$ cat src/rtl/nasti_stream_pkg.sv
// nasti_stream_pkg: beat layout and FSM states shared by the NASTI stream mux/demux.
// NASTI_DEST_W bounds the DEST_WIDTH of any block that carries beats in stream_beat_t.
package nasti_stream_pkg;

    localparam int unsigned NASTI_DATA_W = 32;
    localparam int unsigned NASTI_STRB_W = NASTI_DATA_W / 8;
    localparam int unsigned NASTI_ID_W   = 4;
    localparam int unsigned NASTI_DEST_W = 4;
    localparam int unsigned NASTI_USER_W = 4;

    typedef enum logic [1:0] {
        S_IDLE,
        S_ROUTE,
        S_DROP
    } stream_state_e;

    typedef struct packed {
        logic [NASTI_DATA_W-1:0] data;
        logic [NASTI_STRB_W-1:0] strb;
        logic [NASTI_STRB_W-1:0] keep;
        logic                    last;
        logic [NASTI_ID_W-1:0]   id;
        logic [NASTI_DEST_W-1:0] dest;
        logic [NASTI_USER_W-1:0] user;
    } stream_beat_t;

endpackage

$ cat src/rtl/nasti_stream_skid_buf.sv
// nasti_stream_skid_buf: 2-entry skid buffer; o_ready comes straight from a flop.
// Full throughput: the skid entry only fills when the output stalls.
module nasti_stream_skid_buf
    import nasti_stream_pkg::*;
#(
    parameter type T = stream_beat_t
) (
    input  logic aclk,
    input  logic aresetn,
    input  logic i_valid,
    output logic o_ready,
    input  T     i_beat,
    output logic o_valid,
    input  logic i_ready,
    output T     o_beat
);

    logic r_valid;
    logic r_skid_valid;
    T     r_beat;
    T     r_skid_beat;
    logic w_in_hs;
    logic w_out_free;

    assign w_in_hs    = i_valid && !r_skid_valid;
    assign w_out_free = !r_valid || i_ready;
    assign o_ready    = !r_skid_valid;
    assign o_valid    = r_valid;
    assign o_beat     = r_beat;

    always_ff @(posedge aclk or negedge aresetn) begin
        if (!aresetn) begin
            r_valid      <= 1'b0;
            r_skid_valid <= 1'b0;
        end else if (w_out_free) begin
            r_valid      <= r_skid_valid || w_in_hs;
            r_skid_valid <= 1'b0;
        end else if (w_in_hs) begin
            r_skid_valid <= 1'b1;
        end
    end

    // Payload flops carry no reset; their valid bits qualify them.
    always_ff @(posedge aclk) begin
        if (w_out_free) begin
            r_beat <= r_skid_valid ? r_skid_beat : i_beat;
        end else if (w_in_hs) begin
            r_skid_beat <= i_beat;
        end
    end

endmodule

$ cat src/rtl/nasti_stream_demux.sv
// nasti_stream_demux: routes each NASTI stream packet to lane t_dest-DEST_BASE, drops out-of-range packets.
// Define NASTI_STREAM_DEMUX_REG_SLICE_EN to place a skid buffer between the master port and the router.
module nasti_stream_demux
    import nasti_stream_pkg::*;
#(
    parameter int unsigned N_PORT     = 2,
    parameter int unsigned DEST_WIDTH = 4,
    parameter int unsigned DEST_BASE  = 0,
    parameter int unsigned CNT_WIDTH  = 16
) (
    input  logic                             aclk,
    input  logic                             aresetn,
    input  logic                             i_master_t_valid,
    output logic                             o_master_t_ready,
    input  logic [NASTI_DATA_W-1:0]          i_master_t_data,
    input  logic [NASTI_STRB_W-1:0]          i_master_t_strb,
    input  logic [NASTI_STRB_W-1:0]          i_master_t_keep,
    input  logic                             i_master_t_last,
    input  logic [NASTI_ID_W-1:0]            i_master_t_id,
    input  logic [DEST_WIDTH-1:0]            i_master_t_dest,
    input  logic [NASTI_USER_W-1:0]          i_master_t_user,
    output logic [N_PORT-1:0]                o_slave_t_valid,
    input  logic [N_PORT-1:0]                i_slave_t_ready,
    output logic [N_PORT*NASTI_DATA_W-1:0]   o_slave_t_data,
    output logic [N_PORT*NASTI_STRB_W-1:0]   o_slave_t_strb,
    output logic [N_PORT*NASTI_STRB_W-1:0]   o_slave_t_keep,
    output logic [N_PORT-1:0]                o_slave_t_last,
    output logic [N_PORT*NASTI_ID_W-1:0]     o_slave_t_id,
    output logic [N_PORT*DEST_WIDTH-1:0]     o_slave_t_dest,
    output logic [N_PORT*NASTI_USER_W-1:0]   o_slave_t_user,
    output logic                             o_busy,
    output logic [CNT_WIDTH-1:0]             o_drop_cnt
);

    localparam int unsigned SEL_W = (N_PORT > 1) ? $clog2(N_PORT) : 1;

    stream_beat_t          w_in;
    stream_beat_t          w_core;
    logic                  w_core_valid;
    logic                  w_core_ready;
    logic [DEST_WIDTH-1:0] w_dest;
    logic [DEST_WIDTH-1:0] w_idx;
    logic                  w_in_range;
    logic [SEL_W-1:0]      w_lane;
    logic                  w_route;
    logic                  w_drop_done;
    stream_state_e         w_state_nx;
    stream_state_e         r_state;
    logic [SEL_W-1:0]      r_sel;
    logic [CNT_WIDTH-1:0]  r_drop_cnt;

    assign w_in = '{
        data: i_master_t_data,
        strb: i_master_t_strb,
        keep: i_master_t_keep,
        last: i_master_t_last,
        id:   i_master_t_id,
        dest: NASTI_DEST_W'(i_master_t_dest),
        user: i_master_t_user
    };

`ifdef NASTI_STREAM_DEMUX_REG_SLICE_EN
    nasti_stream_skid_buf #(
        .T(stream_beat_t)
    ) u_skid (
        .aclk    (aclk),
        .aresetn (aresetn),
        .i_valid (i_master_t_valid),
        .o_ready (o_master_t_ready),
        .i_beat  (w_in),
        .o_valid (w_core_valid),
        .i_ready (w_core_ready),
        .o_beat  (w_core)
    );
`else
    assign w_core_valid     = i_master_t_valid;
    assign w_core           = w_in;
    assign o_master_t_ready = w_core_ready;
`endif

    // Unsigned subtract wraps below DEST_BASE, so the explicit >= test is still needed.
    assign w_dest     = DEST_WIDTH'(w_core.dest);
    assign w_idx      = w_dest - DEST_WIDTH'(DEST_BASE);
    assign w_in_range = (32'(w_dest) >= DEST_BASE) && (32'(w_idx) < N_PORT);

    always_comb begin
        w_state_nx   = r_state;
        w_lane       = r_sel;
        w_route      = 1'b0;
        w_core_ready = 1'b0;
        w_drop_done  = 1'b0;
        case (r_state)
            S_IDLE: begin
                if (w_core_valid && w_in_range) begin
                    w_lane       = SEL_W'(w_idx);
                    w_route      = 1'b1;
                    w_core_ready = i_slave_t_ready[w_lane];
                    if (w_core_ready && !w_core.last) w_state_nx = S_ROUTE;
                end else if (w_core_valid) begin
                    w_core_ready = 1'b1;
                    w_drop_done  = w_core.last;
                    if (!w_core.last) w_state_nx = S_DROP;
                end
            end
            S_ROUTE: begin
                w_route      = 1'b1;
                w_core_ready = i_slave_t_ready[r_sel];
                if (w_core_valid && w_core_ready && w_core.last) w_state_nx = S_IDLE;
            end
            S_DROP: begin
                w_core_ready = 1'b1;
                w_drop_done  = w_core_valid && w_core.last;
                if (w_drop_done) w_state_nx = S_IDLE;
            end
            default: w_state_nx = S_IDLE;
        endcase
    end

    always_ff @(posedge aclk or negedge aresetn) begin
        if (!aresetn) begin
            r_state    <= S_IDLE;
            r_sel      <= '0;
            r_drop_cnt <= '0;
        end else begin
            r_state <= w_state_nx;
            if (r_state == S_IDLE && w_state_nx == S_ROUTE) r_sel <= w_lane;
            if (w_drop_done && r_drop_cnt != '1) r_drop_cnt <= r_drop_cnt + CNT_WIDTH'(1);
        end
    end

    // Payload is broadcast; only the selected lane's valid rises.
    assign o_slave_t_valid = (w_route && w_core_valid) ? (N_PORT'(1) << w_lane) : '0;
    assign o_slave_t_data  = {N_PORT{w_core.data}};
    assign o_slave_t_strb  = {N_PORT{w_core.strb}};
    assign o_slave_t_keep  = {N_PORT{w_core.keep}};
    assign o_slave_t_last  = {N_PORT{w_core.last}};
    assign o_slave_t_id    = {N_PORT{w_core.id}};
    assign o_slave_t_dest  = {N_PORT{w_dest}};
    assign o_slave_t_user  = {N_PORT{w_core.user}};
    assign o_busy          = (r_state != S_IDLE);
    assign o_drop_cnt      = r_drop_cnt;

endmodule

$ cat config.mk
export PLATFORM = sky130hd
export DESIGN_NAME = nasti_stream_demux
export DESIGN_NICKNAME = d
export VERILOG_FILES = /design/src/rtl/nasti_stream_pkg.sv /design/src/rtl/nasti_stream_skid_buf.sv /design/src/rtl/nasti_stream_demux.sv
export SDC_FILE = /design/constraint.sdc
export NUM_CORES = 1
export LEC_CHECK = 0
export BUFFER_PORTS_ARGS = -buffer_cell sky130_fd_sc_hd__buf_4
export CAP_MARGIN = 25
export CORE_MARGIN = 2
export CORE_UTILIZATION = 39
export CTS_CLUSTER_DIAMETER = 50
export CTS_CLUSTER_SIZE = 28
export DETAILED_ROUTE_END_ITERATION = 10
export HOLD_SLACK_MARGIN = 0.05
export PLACE_DENSITY = 0.84
export REMOVE_ABC_BUFFERS = 1
export SLEW_MARGIN = 20
export SYNTH_ARGS = -nofsm -noshare
export SYNTH_HDL_FRONTEND = slang
export SYNTH_HIERARCHICAL = 1
export SYNTH_SLANG_ARGS = --single-unit
$ cat constraint.sdc
create_clock -name aclk -period 3.9 [get_ports aclk]
set_input_delay 0.195 -clock aclk [delete_from_list [all_inputs] [get_ports aclk]]
set_output_delay 0.195 -clock aclk [all_outputs]
set_load 0.1 [all_outputs]
==> results of run 1 <==
power breakdown:
part	internal, mW	total, mW	switching, mW
registers	0.228	0.272	0.0442
clock network	0.0729	0.143	0.0697
logic	0.0918	0.413	0.321
total	0.392	0.827	0.435
what timing repair did:
item | in CTS | in global routing
hold endpoints to repair | 19 | 0
setup buffers | 0 | 0
resized for setup | 0 | 0
hold buffers | 1 | 0
state kept, by name, indices dropped and copies added (netlist names):
name        count
o_drop_cnt     16
r_sel           1
r_state         2
cells by family (layout without fill, tap and decap cells):
logic type	after synthesis	in the layout	share of synthesized area [%]
mux	4	4	2.56
flops	19	19	25.6
buf+inv	112	46	44.7
simple gates	45	45	15.5
compound gates	9	9	3.97
xor+xnor	15	15	7.06
fa+ha+maj	1	1	0.672
cell usage in the layout (no fill, tap or decap), drive strengths merged, types with 3 or more instances in the layout:
cell    instances
xor2           15
dfrtp          19
nor2            3
nor3b           4
mux2            3
nand2           5
nand4           5
nand3           4
nor3            4
a21oi           3
clkbuf          4
nor4            9
buf            39
Yosys cell counts (2+ instances only):
master	n
nand3_1	4
nor4_1	8
buf_4	107
nor2_1	2
nand2_1	5
a21oi_1	3
nor3b_1	4
o21a_1	2
inv_1	2
nand4_1	5
mux2_2	2
o21ai_0	2
and3_1	2
dfrtp_1	19
nor3_1	4
xor2_1	15
worst paths after layout:
check	start	endpoint	slack (ns)	cells past startpoint
min in group asynchronous	aresetn	o_drop_cnt[14]	0.35	2
worst min register to register	o_drop_cnt[15]	o_drop_cnt[15]	0.50	1
worst max register to register	o_drop_cnt[0]	o_drop_cnt[1]	1.90	5
worst min-delay path	i_master_t_dest[0]	r_sel	0.22	2
max in group asynchronous	aresetn	o_drop_cnt[8]	3.35	2
worst max-delay path	o_drop_cnt[0]	o_drop_cnt[1]	1.90	5
layout make-up:
type,instances,share of cell area [%]
flip-flops and latches,19,32.7
well taps,54,4.65
inverters,2,0.517
multi-input cells,74,38.2
clock buffers,4,3.10
repair buffers,40,20.8
through the flow:
| stage | utilization, % | hold slack (ns) | instances | power (mW) |
|---|---|---|---|---|
| after CTS | 31.2 | 0.228 | 193 | 0.831 |
| after floorplan | - | -0.101 | 95 | 0.550 |
| final | 31.2 | 0.225 | 193 | 0.827 |
| after detailed placement | 30.0 | 0.0849 | 188 | 0.688 |
| after global routing | 31.2 | 0.224 | 193 | 0.857 |
| after global placement | 30.0 | 0.0810 | 188 | 0.683 |
per-layer routing:
layer  global-route usage, %  wire (um)  share of wire [%]
met2                    50.5       3980                 51
met4                    11.7        333                4.3
met3                    34.8       2030                 26
met5                       0          0                  0
met1                    15.6       1390                 18
==> out/results.ini, run 1 <==
[timing]
period_share_pct=51.4
fin_skew_ns=0.00166
slew_headroom_pct=52.4
setup_viol=0
slew_violations=0
fmax_ghz=0.499
final.min_clock_period_ns=2.00
setup_slack_ns=1.90
rsz0062_at_grt=no
tightest_slew_ns=0.709
tns_ns=0
hold_viol_final=0

[cts]
cts.clk_slew.worst_paths_ns=0.07
cts_sinks=19
htree_levels=1
ctsLongestPathBuffers=2
numCtsBuffers=3
clkLatencyLatePin_ns=0.26
cts_tree=built
cts_root_buf=clkbuf_8

[setup_path]
cp_slowest_cell=nor4_4
critPathBufInv=0
critPathRequiredTime_ns=4.05
critPathCaptureType=flop
max_stage_delay_ns=0.69
worst_ep_arrival_time_ns=2.15
start_kind=flop
crit_path_cell_trace=ha_1, nand4_1, nor4_4, nor2_2, mux2_4
cp_max_fo=14
path_class=flop to flop
crit_family=simple AND/OR/NAND/NOR gates

[global_routing]
grt_overflow_total=0
grtUsageTotal_pct=28.6
grt_pass1_wl_um=9590
grt_max_degree=20
grt_pass1_vias=1053
antenna_found_initial=0

[route]
wl_um=7740
wire_per_inst_um=40.1
vias_per_cell=5.87
ant_nets=0
drtIter0Drc=75
dr.pass1.iters=4
drc=0
vias=1132

[placed_design]
pre_cts_ws_ns=1.90
placed_area_um2=1400
numPortBuffers=39
place.gp.congestion=1.02
post-dp-hpwl_um=6850

[final_layout]
fillers=483
multiInputGateArea_um2=554
syn_to_final_growth_pct=-21.9
antenna_cells=0
layout-drive-gt1-share_pct=36.0
final_area_um2=1450
seq_area_um2=475
fin_nets=199

[run]
cap_violations=0

[synth]
yosysTopAreaCellShare_pct=43.2
synth_cells=205
synth_warnings=6
synth.area.top_cells=buf_4, dfrtp_1, xor2_1
seq_area_frac_synth_pct=25.6
synth_flop_cell=dfrtp_1
synth-edff-count=0
synth_top_cell_by_area=buf_4
postSynthAreaPerCell_um2=9.08
syn-cell-area_um2=1860
synthArstFlopShare_pct=100
synth_seq_cells=19
synth_cell_type_count=35

[run_status]
status=complete, no violations

[die]
die_area_um2=5340
chipHeight_um=73.1
io_pins=184
rows=25
die_x_um=73.1
initial_core_util_pct=39.9
core-area_um2=4660

[power]
power.leakage_nw=0.717
p_per_area_nw_per_um2=569
ir_drop_mv=0.384

[worst_hold_path]
hold_path_class=input pin to flop

(Power assumes the default switching activity.)
==> run 2: changes to the inputs <==
- CORE_UTILIZATION: 39 -> 37
- PLACE_DENSITY: 0.84 -> 0.8
- clock period: 3.9 -> 1.9 ns (I/O delays scaled with it)
==> run 2 against run 1 <==
Net effect: cell area up 2.8%; clock-buffer cell count shrank 1; wire length rose by 0.35%; core utilization barely moved; maximum frequency up 16%; largest cell class unchanged; power is 100% higher; cell count grew 8.3%; die area increased by 5.1%; worst setup slack got worse by 1.7 ns.
==> out/results.ini, run 2 (same netlist as run 1, synthesis figures left out) <==
[run_status]
status=complete, no violations

[setup_path]
r2r_setup_slack_ns=0.17
path_class=flop to flop
cp_max_fo=6
setup.worst_path.start=o_drop_cnt[5]
critPathCaptureType=flop
start_kind=flop
worst_ep_arrival_time_ns=1.85
r2r-start=o_drop_cnt[5]
critPathRequiredTime_ns=2.03

[timing]
setup_slack_ns=0.173
rsz0062_at_grt=no
hold_viol_final=0
fin_skew_ns=0.00307
tightest_slew_ns=0.468
slew_violations=0
setup_viol=0
tns_ns=0
period_share_pct=90.9
fmax_ghz=0.579
final.min_clock_period_ns=1.73
slew_headroom_pct=68.8

[global_routing]
grt_max_degree=20
grt_pass1_wl_um=9810
antenna_found_initial=0
grtUsageTotal_pct=28.0
grt_pass1_vias=1132
grt_overflow_total=0

[route]
wl_met1_um=1840
drc=0
highest_layer=met4
wire_per_inst_um=37.2
wl_met3_um=1750
drtIter0Drc=41
dr.pass1.iters=5
ant_nets=0
route.met2.wl_um=3870
vias=1118
vias_per_cell=5.35
wl_um=7770

[placed_design]
placed_area_um2=1440
numPortBuffers=39
pre_cts_ws_ns=0.144
post-dp-hpwl_um=6980
place.gp.congestion=0.982

[power]
ir_drop_mv=1.05
p_per_area_nw_per_um2=1130
power.leakage_nw=0.737
report.power.total_mw=1.69

[worst_hold_path]
hold_path_class=input pin to flop
worstHoldStart=i_master_t_dest[0]

[die]
rows=25
core-area_um2=4790
die_area_um2=5610
chipHeight_um=74.9
io_pins=184
die_x_um=74.9
initial_core_util_pct=38.9

[cts]
htree_levels=1
cts_sinks=19
cts_tree=built
clkLatencyLatePin_ns=0.26
numCtsBuffers=3
cts.clk_slew.worst_paths_ns=0.07
ctsResizeCount=0
cts_root_buf=clkbuf_8
ctsLongestPathBuffers=2

[final_layout]
largest_reg_flops=16
final_area_um2=1490
final_common_cell=buf_4
antenna_cells=0
fin_nets=202
layout-drive-gt1-share_pct=38.0
final_core_util_pct=31.2
syn_to_final_growth_pct=-19.8
final_cell_mix=buf_4, dfrtp_1, xor2_1

[run]
cap_violations=0

run 2: cell count changes in the layout (fill, tap and decap cells not counted), sizes merged:
cell	change
buf	+3
clkbuf	-1
clkinv	+1
run 2: repair_timing:
| item | CTS | global route |
|---|---|---|
| hold buffers | 1 | 0 |
| setup buffers | 0 | 0 |
| setup endpoints to repair | 0 | 1 |
| hold endpoints to repair | 19 | 0 |
run 2: report_power, final:
group / switching [mW] / leakage (nW) / internal [mW] / total, mW
sequential: 0.0876 / 0.253 / 0.467 / 0.555
combinational: 0.659 / 0.458 / 0.189 / 0.848
clock: 0.137 / 0.0255 / 0.146 / 0.283
run 2: routing by layer:
layer	up-vias	track usage (%)
met1	490	20.0
met3	26	27.7
li1	452	-
met4	0	10.3
met2	150	49.3
met5	-	0
run 2: path summary, 6_finish.rpt:
| kind | end | cells after the start |
|---|---|---|
| setup / recovery | o_drop_cnt[9] | 5 |
| hold / removal | r_sel | 2 |
| setup reg to reg | o_drop_cnt[9] | 5 |
| hold reg to reg | o_drop_cnt[15] | 1 |
| max in group asynchronous | o_drop_cnt[9] | 2 |
| min in group asynchronous | o_drop_cnt[1] | 2 |
run 2: per-stage QoR:
step	cells	hold WS, ns
6_report	209	0.125
2_1_floorplan	95	-0.201
4_1_cts	209	0.118
5_1_grt	209	0.128
3_5_place_dp	204	-0.0147
3_3_place_gp	204	-0.0202
run 2: critical path, cell delays in order (launching register included):
cell	delay, ns
dfrtp_1	0.46
nand4_1	0.24
nor4_4	0.46
buf_4	0.21
nor4_1	0.06
xor2_1	0.17
run 2: cell type report:
cell class                      instances  area [um2]
Fill cell                             504        3290
Multi-Input combinational cell         74         554
Sequential cell                        19         475
Timing Repair Buffer                   43         325
Tap cell                               67        83.8
Clock buffer                            3        41.3
Inverter                                2        7.51
Clock inverter                          1        5.00
==> run 3: changes to the inputs <==
- CELL_PAD_IN_SITES_DETAIL_PLACEMENT: default -> 1
- CELL_PAD_IN_SITES_GLOBAL_PLACEMENT: default -> 1
- CORE_UTILIZATION: 37 -> 24
==> run 3 against run 2 <==
Net effect: clock power hardly changed; via count is 3.6% higher; power is 1.7% higher; global-route usage is 7.5 points lower; critical endpoint is now o_drop_cnt[11]; flip-flop and latch count stayed put.
==> out/results.ini, run 3 (same netlist as run 1, synthesis figures left out) <==
[route]
drtIter0Drc=70
vias=1158
wl_um=8770
vias_per_cell=4.69
ant_nets=0
dr.pass1.iters=4
drc=0
wire_per_inst_um=35.5

[setup_path]
r2r-start=o_drop_cnt[4]
start_kind=flop
setup.worst_path.start=o_drop_cnt[4]
cp_max_fo=6
critPathCaptureType=flop
worst_ep_arrival_time_ns=1.88
path_class=flop to flop
critPathRequiredTime_ns=2.02

[power]
ir_drop_mv=0.813
power.leakage_nw=0.752
p_per_area_nw_per_um2=1100

[final_layout]
final_cell_mix=buf_4, dfrtp_1, xor2_1
syn_to_final_growth_pct=-16.2
fin_nets=205
final_core_util_pct=20.5
antenna_cells=0
finalNonFillerCells=247
layout-drive-gt1-share_pct=39.3
largest_reg_flops=16
final_common_cell=buf_4

[global_routing]
grtUsageTotal_pct=20.5
antenna_found_initial=0
grt_overflow_total=0
grt_pass1_wl_um=11400
grt_max_degree=20
grt_pass1_vias=1198

[timing]
rsz0062_at_grt=no
whs_ns=0.133
fmax_ghz=0.568
slew_violations=0
tightest_slew_ns=0.478
slew_headroom_pct=68.1
fin_skew_ns=0.00521
final.min_clock_period_ns=1.76
hold_viol_final=0
setup_viol=0
period_share_pct=92.6

[placed_design]
dpl.cell_count=242
place.gp.congestion=0.890
post-dp-hpwl_um=7870
numPortBuffers=39

[cts]
cts_tree=built
cts.clk_slew.worst_paths_ns=0.07
clkLatencyLatePin_ns=0.26
htree_levels=1
cts_sinks=19
numCtsBuffers=3
ctsLongestPathBuffers=2
ctsResizeCount=0
cts_root_buf=clkbuf_8

[die]
die_x_um=92.0
chipHeight_um=92.0
core-area_um2=7610
initial_core_util_pct=24.5
io_pins=184
die_area_um2=8470
rows=32

[run_status]
status=complete, no violations

[run]
cap_violations=0

[worst_hold_path]
worstHoldStart=i_master_t_dest[0]
hold_path_class=input pin to flop

## run 3: cell types whose count changed in the layout (fill, tap and decap cells not counted)
cell / before / now
buf_4: 42 / 45
## run 3: per-stage QoR
step | setup TNS, ns | area [um2] | setup slack, ns | power, mW
6_report | 0 | 1560 | 0.141 | 1.71
5_1_grt | 0 | 1560 | 0.00523 | 1.79
4_1_cts | 0 | 1560 | 0.0571 | 1.73
3_5_place_dp | 0 | 1500 | 0.108 | 1.44
3_3_place_gp | 0 | 1500 | 0.172 | 1.43
2_1_floorplan | -9.35 | 1040 | -0.648 | 1.13
## run 3: layout make-up
cell class,count,area [um2]
clock buffers,3,41.3
inverters,2,7.51
multi-input cells,74,554
flip-flops and latches,19,475
repair buffers,46,348
fillers,907,6050
well taps,102,128
clock inverters,1,5.00
## run 3: worst max-delay path, cell delays in order (launching register included)
cell and delay, ns:
dfrtp_1 0.45, nand4_1 0.24, nor4_4 0.49, buf_4 0.22, nor4_1 0.06, xor2_1 0.17
## run 3: what timing repair did
action | 4_1_cts | 5_1_grt
endpoints found under the setup margin | 0 | 8
buffers inserted | 0 | 0
hold endpoints to repair | 19 | 0
hold buffers | 1 | 0
## run 3: final timing paths
| check | endpoint | slack (ns) | cells past startpoint |
|---|---|---|---|
| worst min register to register | o_drop_cnt[7] | 0.51 | 1 |
| worst max-delay path | o_drop_cnt[11] | 0.14 | 5 |
| worst max register to register | o_drop_cnt[11] | 0.14 | 5 |
| min in group asynchronous | r_sel | 0.26 | 2 |
| max in group asynchronous | o_drop_cnt[8] | 1.42 | 2 |
| worst min-delay path | r_sel | 0.13 | 2 |
## run 3: per-layer routing
metal	track usage, %	wire [um]	vias up
li1	-	-	455
met5	3.21	33	-
met4	2.24	88	2
met2	33.1	4030	178
met3	26.3	2390	6
met1	15.4	2230	517
## run 3: power by group
group | total [mW] | switching [mW] | internal (mW)
sequential | 0.544 | 0.0769 | 0.467
clock | 0.281 | 0.136 | 0.146
combinational | 0.889 | 0.680 | 0.209
total | 1.71 | 0.893 | 0.822
